$ cat src/rtl/data_memory_arbiter_if.sv
// Bundle of the two requester ports and the shared memory bus seen by data_memory_arbiter.
// slave is the arbiter's view; master is the requesters-plus-memory view.
interface data_memory_arbiter_if;
  logic        p0_req;
  logic        p0_we;
  logic [31:0] p0_addr;
  logic [31:0] p0_wdata;
  logic        p0_gnt;
  logic        p0_rvalid;
  logic [31:0] p0_rdata;
  logic        p0_err;

  logic        p1_req;
  logic        p1_we;
  logic [31:0] p1_addr;
  logic [31:0] p1_wdata;
  logic        p1_gnt;
  logic        p1_rvalid;
  logic [31:0] p1_rdata;
  logic        p1_err;

  logic        mem_read;
  logic        mem_write;
  logic [31:0] mem_address;
  logic [31:0] mem_write_data;
  logic [31:0] mem_read_data;

  modport slave (
    input  p0_req, p0_we, p0_addr, p0_wdata,
    output p0_gnt, p0_rvalid, p0_rdata, p0_err,
    input  p1_req, p1_we, p1_addr, p1_wdata,
    output p1_gnt, p1_rvalid, p1_rdata, p1_err,
    output mem_read, mem_write, mem_address, mem_write_data,
    input  mem_read_data
  );

  modport master (
    output p0_req, p0_we, p0_addr, p0_wdata,
    input  p0_gnt, p0_rvalid, p0_rdata, p0_err,
    output p1_req, p1_we, p1_addr, p1_wdata,
    input  p1_gnt, p1_rvalid, p1_rdata, p1_err,
    input  mem_read, mem_write, mem_address, mem_write_data,
    output mem_read_data
  );
endinterface

$ cat src/rtl/data_memory_arbiter.sv
// Round-robin arbiter and sequencer for the shared single-port, big-endian data memory.
// Misaligned or out-of-range accesses are answered with err and never reach the memory.
module data_memory_arbiter #(
  parameter int unsigned MEM_BYTES   = 32,
  parameter int unsigned WAIT_CYCLES = 1
) (
  input logic                  clk,
  input logic                  reset,
  data_memory_arbiter_if.slave bus
);

  typedef enum logic [1:0] {StIdle, StAccess, StResp} state_e;

  localparam logic [3:0] CntInit = 4'(WAIT_CYCLES - 1);

  state_e      state_q, state_d;
  logic        ptr_q, ptr_d;
  logic        owner_q, owner_d;
  logic        we_q, we_d;
  logic        err_q, err_d;
  logic [31:0] addr_q, addr_d;
  logic [31:0] wdata_q, wdata_d;
  logic [31:0] rdata_q, rdata_d;
  logic [3:0]  cnt_q, cnt_d;

  logic        any_req;
  logic        win;
  logic        sel_we;
  logic [31:0] sel_addr;
  logic [31:0] sel_wdata;
  logic [32:0] last_byte;
  logic        illegal;

  // Pointer only breaks ties; a lone requester always wins.
  always_comb begin
    any_req   = bus.p0_req | bus.p1_req;
    win       = (bus.p0_req & bus.p1_req) ? ptr_q : bus.p1_req;
    sel_we    = win ? bus.p1_we : bus.p0_we;
    sel_addr  = win ? bus.p1_addr : bus.p0_addr;
    sel_wdata = win ? bus.p1_wdata : bus.p0_wdata;
    last_byte = {1'b0, sel_addr} + 33'd3;
    illegal   = (sel_addr[1:0] != 2'b00) || (last_byte >= 33'(MEM_BYTES));
  end

  always_comb begin
    state_d = state_q;
    ptr_d   = ptr_q;
    owner_d = owner_q;
    we_d    = we_q;
    err_d   = err_q;
    addr_d  = addr_q;
    wdata_d = wdata_q;
    rdata_d = rdata_q;
    cnt_d   = cnt_q;
    case (state_q)
      StIdle: begin
        if (any_req) begin
          owner_d = win;
          ptr_d   = ~win;
          we_d    = sel_we;
          addr_d  = sel_addr;
          wdata_d = sel_wdata;
          err_d   = illegal;
          rdata_d = '0;
          cnt_d   = CntInit;
          state_d = illegal ? StResp : StAccess;
        end
      end
      StAccess: begin
        if (cnt_q == 4'd0) begin
          rdata_d = we_q ? '0 : bus.mem_read_data;
          state_d = StResp;
        end else begin
          cnt_d = cnt_q - 4'd1;
        end
      end
      StResp:  state_d = StIdle;
      default: state_d = StIdle;
    endcase
  end

  always_ff @(posedge clk or posedge reset) begin
    if (reset) begin
      state_q <= StIdle;
      ptr_q   <= 1'b0;
      owner_q <= 1'b0;
      we_q    <= 1'b0;
      err_q   <= 1'b0;
      addr_q  <= '0;
      wdata_q <= '0;
      rdata_q <= '0;
      cnt_q   <= '0;
    end else begin
      state_q <= state_d;
      ptr_q   <= ptr_d;
      owner_q <= owner_d;
      we_q    <= we_d;
      err_q   <= err_d;
      addr_q  <= addr_d;
      wdata_q <= wdata_d;
      rdata_q <= rdata_d;
      cnt_q   <= cnt_d;
    end
  end

  logic idle;
  logic resp;

  // Grants are gated by reset directly so they drop without waiting for the state register.
  always_comb begin
    idle               = (state_q == StIdle);
    resp               = (state_q == StResp);
    bus.p0_gnt         = idle && !reset && any_req && !win;
    bus.p1_gnt         = idle && !reset && any_req && win;
    bus.mem_read       = (state_q == StAccess) && !we_q;
    bus.mem_write      = (state_q == StAccess) && we_q;
    bus.mem_address    = addr_q;
    bus.mem_write_data = wdata_q;
    bus.p0_rvalid      = resp && !owner_q;
    bus.p1_rvalid      = resp && owner_q;
    bus.p0_rdata       = bus.p0_rvalid ? rdata_q : '0;
    bus.p1_rdata       = bus.p1_rvalid ? rdata_q : '0;
    bus.p0_err         = bus.p0_rvalid && err_q;
    bus.p1_err         = bus.p1_rvalid && err_q;
  end

endmodule

$ cat src/flat_wrapper.sv
// flat-port wrapper written by rule: the top's interface ports become plain ports
module data_memory_arbiter_flat 
#(
  parameter int unsigned MEM_BYTES   = 32,
  parameter int unsigned WAIT_CYCLES = 1
)
  (clk, reset, bus_p0_req, bus_p0_we, bus_p0_addr, bus_p0_wdata, bus_p0_gnt, bus_p0_rvalid, bus_p0_rdata, bus_p0_err, bus_p1_req, bus_p1_we, bus_p1_addr, bus_p1_wdata, bus_p1_gnt, bus_p1_rvalid, bus_p1_rdata, bus_p1_err, bus_mem_read, bus_mem_write, bus_mem_address, bus_mem_write_data, bus_mem_read_data);
  data_memory_arbiter_if bus_i ();
  input logic clk;
  input logic reset;
  input wire logic [$bits(bus_i.p0_req)-1:0] bus_p0_req;
  input wire logic [$bits(bus_i.p0_we)-1:0] bus_p0_we;
  input wire logic [$bits(bus_i.p0_addr)-1:0] bus_p0_addr;
  input wire logic [$bits(bus_i.p0_wdata)-1:0] bus_p0_wdata;
  output wire logic [$bits(bus_i.p0_gnt)-1:0] bus_p0_gnt;
  output wire logic [$bits(bus_i.p0_rvalid)-1:0] bus_p0_rvalid;
  output wire logic [$bits(bus_i.p0_rdata)-1:0] bus_p0_rdata;
  output wire logic [$bits(bus_i.p0_err)-1:0] bus_p0_err;
  input wire logic [$bits(bus_i.p1_req)-1:0] bus_p1_req;
  input wire logic [$bits(bus_i.p1_we)-1:0] bus_p1_we;
  input wire logic [$bits(bus_i.p1_addr)-1:0] bus_p1_addr;
  input wire logic [$bits(bus_i.p1_wdata)-1:0] bus_p1_wdata;
  output wire logic [$bits(bus_i.p1_gnt)-1:0] bus_p1_gnt;
  output wire logic [$bits(bus_i.p1_rvalid)-1:0] bus_p1_rvalid;
  output wire logic [$bits(bus_i.p1_rdata)-1:0] bus_p1_rdata;
  output wire logic [$bits(bus_i.p1_err)-1:0] bus_p1_err;
  output wire logic [$bits(bus_i.mem_read)-1:0] bus_mem_read;
  output wire logic [$bits(bus_i.mem_write)-1:0] bus_mem_write;
  output wire logic [$bits(bus_i.mem_address)-1:0] bus_mem_address;
  output wire logic [$bits(bus_i.mem_write_data)-1:0] bus_mem_write_data;
  input wire logic [$bits(bus_i.mem_read_data)-1:0] bus_mem_read_data;
  assign bus_i.p0_req = bus_p0_req;
  assign bus_i.p0_we = bus_p0_we;
  assign bus_i.p0_addr = bus_p0_addr;
  assign bus_i.p0_wdata = bus_p0_wdata;
  assign bus_p0_gnt = bus_i.p0_gnt;
  assign bus_p0_rvalid = bus_i.p0_rvalid;
  assign bus_p0_rdata = bus_i.p0_rdata;
  assign bus_p0_err = bus_i.p0_err;
  assign bus_i.p1_req = bus_p1_req;
  assign bus_i.p1_we = bus_p1_we;
  assign bus_i.p1_addr = bus_p1_addr;
  assign bus_i.p1_wdata = bus_p1_wdata;
  assign bus_p1_gnt = bus_i.p1_gnt;
  assign bus_p1_rvalid = bus_i.p1_rvalid;
  assign bus_p1_rdata = bus_i.p1_rdata;
  assign bus_p1_err = bus_i.p1_err;
  assign bus_mem_read = bus_i.mem_read;
  assign bus_mem_write = bus_i.mem_write;
  assign bus_mem_address = bus_i.mem_address;
  assign bus_mem_write_data = bus_i.mem_write_data;
  assign bus_i.mem_read_data = bus_mem_read_data;
  data_memory_arbiter #(.MEM_BYTES(MEM_BYTES), .WAIT_CYCLES(WAIT_CYCLES)) u_core (.clk(clk), .reset(reset), .bus(bus_i));
endmodule
$ cat config.mk
export PLATFORM = sky130hd
export DESIGN_NAME = data_memory_arbiter_flat
export DESIGN_NICKNAME = d
export VERILOG_FILES = /design/src/rtl/data_memory_arbiter_if.sv /design/src/rtl/data_memory_arbiter.sv /design/src/flat_wrapper.sv
export SDC_FILE = /design/constraint.sdc
export NUM_CORES = 1
export LEC_CHECK = 0
export ABC_AREA = 1
export CAP_MARGIN = 0
export CORE_ASPECT_RATIO = 1.1
export CORE_MARGIN = 2
export CORE_UTILIZATION = 40
export CTS_BUF_LIST = sky130_fd_sc_hd__clkbuf_4 sky130_fd_sc_hd__clkbuf_8 sky130_fd_sc_hd__clkbuf_16
export DETAILED_ROUTE_END_ITERATION = 6
export DONT_BUFFER_PORTS = 1
export PLACE_DENSITY = 0.56
export SYNTH_ARGS = -nofsm -noshare
export SYNTH_HDL_FRONTEND = slang
export SYNTH_SLANG_ARGS = --single-unit
$ cat constraint.sdc
create_clock -name clk -period 3.6 [get_ports clk]
set_clock_uncertainty 0.1 [all_clocks]
set_input_delay 0.54 -clock clk [delete_from_list [all_inputs] [get_ports clk]]
set_output_delay 0.54 -clock clk [all_outputs]
set_load 0.03 [all_outputs]
==> flow_metrics.env <==
export IMPL_p_switching_mw=1.45
export IMPL_setup_viol=0
export IMPL_internal_power_mw=2.03
export IMPL_htree_levels=3
export IMPL_synthTopCellsByCount="nand2_1 (293), nand3_1 (185), nor2_1 (138)"
export IMPL_ioPinCount=302
export IMPL_yosysWarnings=0
export IMPL_die_w_microns=127
export IMPL_slew_violations=0
export IMPL_drive_gt1_frac=0.120
export IMPL_yosysMostFrequentCell="nand2_1"
export IMPL_antenna_found_initial=0
export IMPL_swShare=0.416
export IMPL_core_area_sq_um=16300
export IMPL_postSynthCellCount=1027
export IMPL_grt_pass1_vias=6127
export IMPL_diodes=0
export IMPL_maxCapViolCount=0
export IMPL_tightest_slew_ps=1020
export IMPL_clkPwrFrac=0.278
export IMPL_yosysSeqAreaShare=0.398
export IMPL_drt_wirelength_per_cell_microns=16.9
export IMPL_arrival_ps=3120
export IMPL_comb_power_share=0.205
export IMPL_cp_slowest_cell="nand2_4"
export IMPL_worstPathRequired_ps=3750
export IMPL_clkLatencyLatePin_ps=350
export IMPL_routabilityCongestion=0.939
export IMPL_postCtsSetupBuffers=0
export IMPL_dp_hpwl_microns=16200
export IMPL_slew_headroom=0.317
export IMPL_die_area_sq_um=17700
export IMPL_period_share=0.825
export IMPL_syn_cell_area_sq_um=6660
export IMPL_max_stage_delay_ps=430
export IMPL_avgSynthCellArea_sq_um=6.49
export IMPL_ant_nets=0
export IMPL_routed_wirelength_microns=21500
export IMPL_powerDensity_nw_per_um2=460
export IMPL_hp_class="input port to asynchronous set/reset pin"
export IMPL_r2r_setup_slack_ps=630
export IMPL_grt_pass1_wl_microns=33500
export IMPL_ir_worst_vdd_uv=312
export IMPL_synth_area_leader_cell="dfrtp_1"
export IMPL_clock_sinks=106
export IMPL_crit_path_frequent_cell="nand2_1"
export IMPL_drcViolationCount=0
export IMPL_cts_tree="done"
export IMPL_synth_area_top_cells="dfrtp_1 (40%), nand2_1 (17%), nand3_1 (14%), nor2_1 (7.8%), inv_1 (6.0%)"
export IMPL_initialDrtViolationCount=350
export IMPL_final_util=0.464
export IMPL_nets=1231
export IMPL_synth_ff_type="dfrtp_1"
export IMPL_synth_edf_count=0
export IMPL_rsz0062_at_grt="false"
export IMPL_grt_usage=0.239
export IMPL_synth_top_area_frac=0.398
export IMPL_grt_max_degree=99
export IMPL_first_pass_iters=7
export IMPL_min_period_ps=2970
export IMPL_worstPathMaxFanout=57
export IMPL_vias_per_cell=5.18
export IMPL_worst_path_buf_inv=2
export IMPL_p_leak_nw=3.72
export IMPL_numPortBuffers=0
export IMPL_cp_end_kind="register"
export IMPL_async_flop_share=1.00
export IMPL_clockRootBuffer="clkbuf_16"
export IMPL_ys_ff_latch=106
export IMPL_synth_fp_nets=1195
export IMPL_post_cts_resized=0
export IMPL_cts_inserted_buffers=9
export IMPL_cts_buffer_depth=2
export IMPL_vias=6585
export IMPL_criticalPathCategory="register to register"
export IMPL_postCtsHoldBufs=0
export IMPL_hold_ws_ps=109
export IMPL_die_h_microns=139
export IMPL_max_clock_freq_ghz=0.337
export IMPL_crit_path_cell_trace="inv_1 > nand2_2 > nand2_4 > nand2_1 > nand2_1 > nand2_1 > nor2_2 > nand2_1 > nor2_2 > nand3_1 > nand2_1 > nand2_1 > nor2_1 > nand2_1 > nor2_2 > nand3_1 > nand2_1 > inv_1"
export IMPL_timing_hold_violations_final=0
export IMPL_fill_cells=1733
export IMPL_crit_family="simple AND/OR/NAND/NOR gates"
export IMPL_outcome="complete, no violations"
export IMPL_overflow=0
export IMPL_clkTransAtPathRegs_ps=70
export IMPL_synth_cell_types=28
export IMPL_initial_core_util=0.409
export IMPL_start_kind="register"
export IMPL_setup_tns_ps=0
export IMPL_fin_total_pwr_mw=3.48
export IMPL_floorplan_rows=49
export IMPL_syn2layout_area_growth_pct=13.6
export IMPL_seqPwrFrac=0.517
power by group through the flow:
stage | Sequential, mW | Clock (mW) | Combinational [mW]
floorplan | 1.78 | 0 | 0.570
global placement | 1.83 | 0 | 0.717
detailed placement | 1.83 | 0 | 0.722
CTS | 1.80 | 0.996 | 0.724
global route | 1.82 | 1.05 | 0.822
finish | 1.80 | 0.967 | 0.713
layer usage:
layer	track usage	vias up	wire, microns
met5	0	-	0
li1	-	3319	-
met1	0.298	2950	8640
met2	0.409	278	10600
met3	0.0554	38	1620
met4	0.0804	0	602
metrics by stage:
| step | worst slack [ps] | area [sq um] | std cells |
|---|---|---|---|
| floorplan | 171 | 6660 | 1027 |
| global placement | 529 | 7290 | 1256 |
| detailed placement | 519 | 7290 | 1256 |
| CTS | 603 | 7570 | 1272 |
| global route | 265 | 7570 | 1272 |
| finish | 629 | 7570 | 1272 |
final timing paths:
path / startpoint / end / cells past startpoint
min in group clk: bus_p0_wdata[6] / u_core.bus.mem_write_data[6]$_DFFE_PP0P_ / 2
max: u_core.ptr_q$_DFFE_PP0P_ / u_core.state_q[1]$_DFFE_PP0P_ / 18
max reg2reg: u_core.ptr_q$_DFFE_PP0P_ / u_core.state_q[1]$_DFFE_PP0P_ / 18
min reg2reg: u_core.err_q$_DFFE_PP0P_ / u_core.err_q$_DFFE_PP0P_ / 2
min: reset / u_core.bus.mem_write_data[11]$_DFFE_PP0P_ / 1
max in group asynchronous: reset / u_core.bus.mem_address[17]$_DFFE_PP0P_ / 2
area by class of cell:
type	instances	area (sq um)	area share
Inverter	118	445	0.0588
Clock inverter	7	52.6	0.00694
Clock buffer	9	225	0.0298
Multi-Input combinational cell	748	3340	0.441
Timing Repair Buffer	80	601	0.0793
Tap cell	204	255	0.0337
Sequential cell	106	2650	0.350
cells by family after synthesis:
logic type               share of synthesized area
AO/OA/AOI/OAI                               0.0680
adder cells (fa/ha/maj)                    0.00376
AND/OR/NAND/NOR                              0.424
buffers and inverters                        0.106
flip-flops                                   0.398
sequential cells by signal, indices dropped and copies added (netlist names):
register                   count
u_core.bus.mem_address        32
u_core.bus.mem_write_data     32
u_core.rdata_q                32
u_core.cnt_q                   4
u_core.state_q                 2
u_core.err_q                   1
u_core.owner_q                 1
u_core.ptr_q                   1
u_core.we_q                    1
placed cells by master (no fill, tap or decap), drive strengths merged:
master    synthesis  layout
clkinv            2       4
nand3           185     185
inv             116     118
clkbuf           34       9
nand3b           15      15
a21boi            1       1
ha                2       2
nor4              1       1
o21ai            84      84
nor2            149     149
nand4             2       2
buf              21      80
clkinvlp          0       3
dfrtp           106     106
o211ai            1       1
a21oi             1       1
nor3              8       8
a31oi             2       2
nand2           297     297
worst register-to-register path: stages (launching register included):
cell	delay, ps
dfrtp_1	370
inv_1	80
nand2_2	70
nand2_4	430
nand2_1	110
nand2_1	80
nand2_1	70
nor2_2	270
nand2_1	190
nor2_2	270
nand3_1	120
nand2_1	80
nand2_1	60
nor2_1	160
nand2_1	80
nor2_2	140
nand3_1	80
nand2_1	60
inv_1	40
No activity file was read; power rests on OpenSTA's default activity.
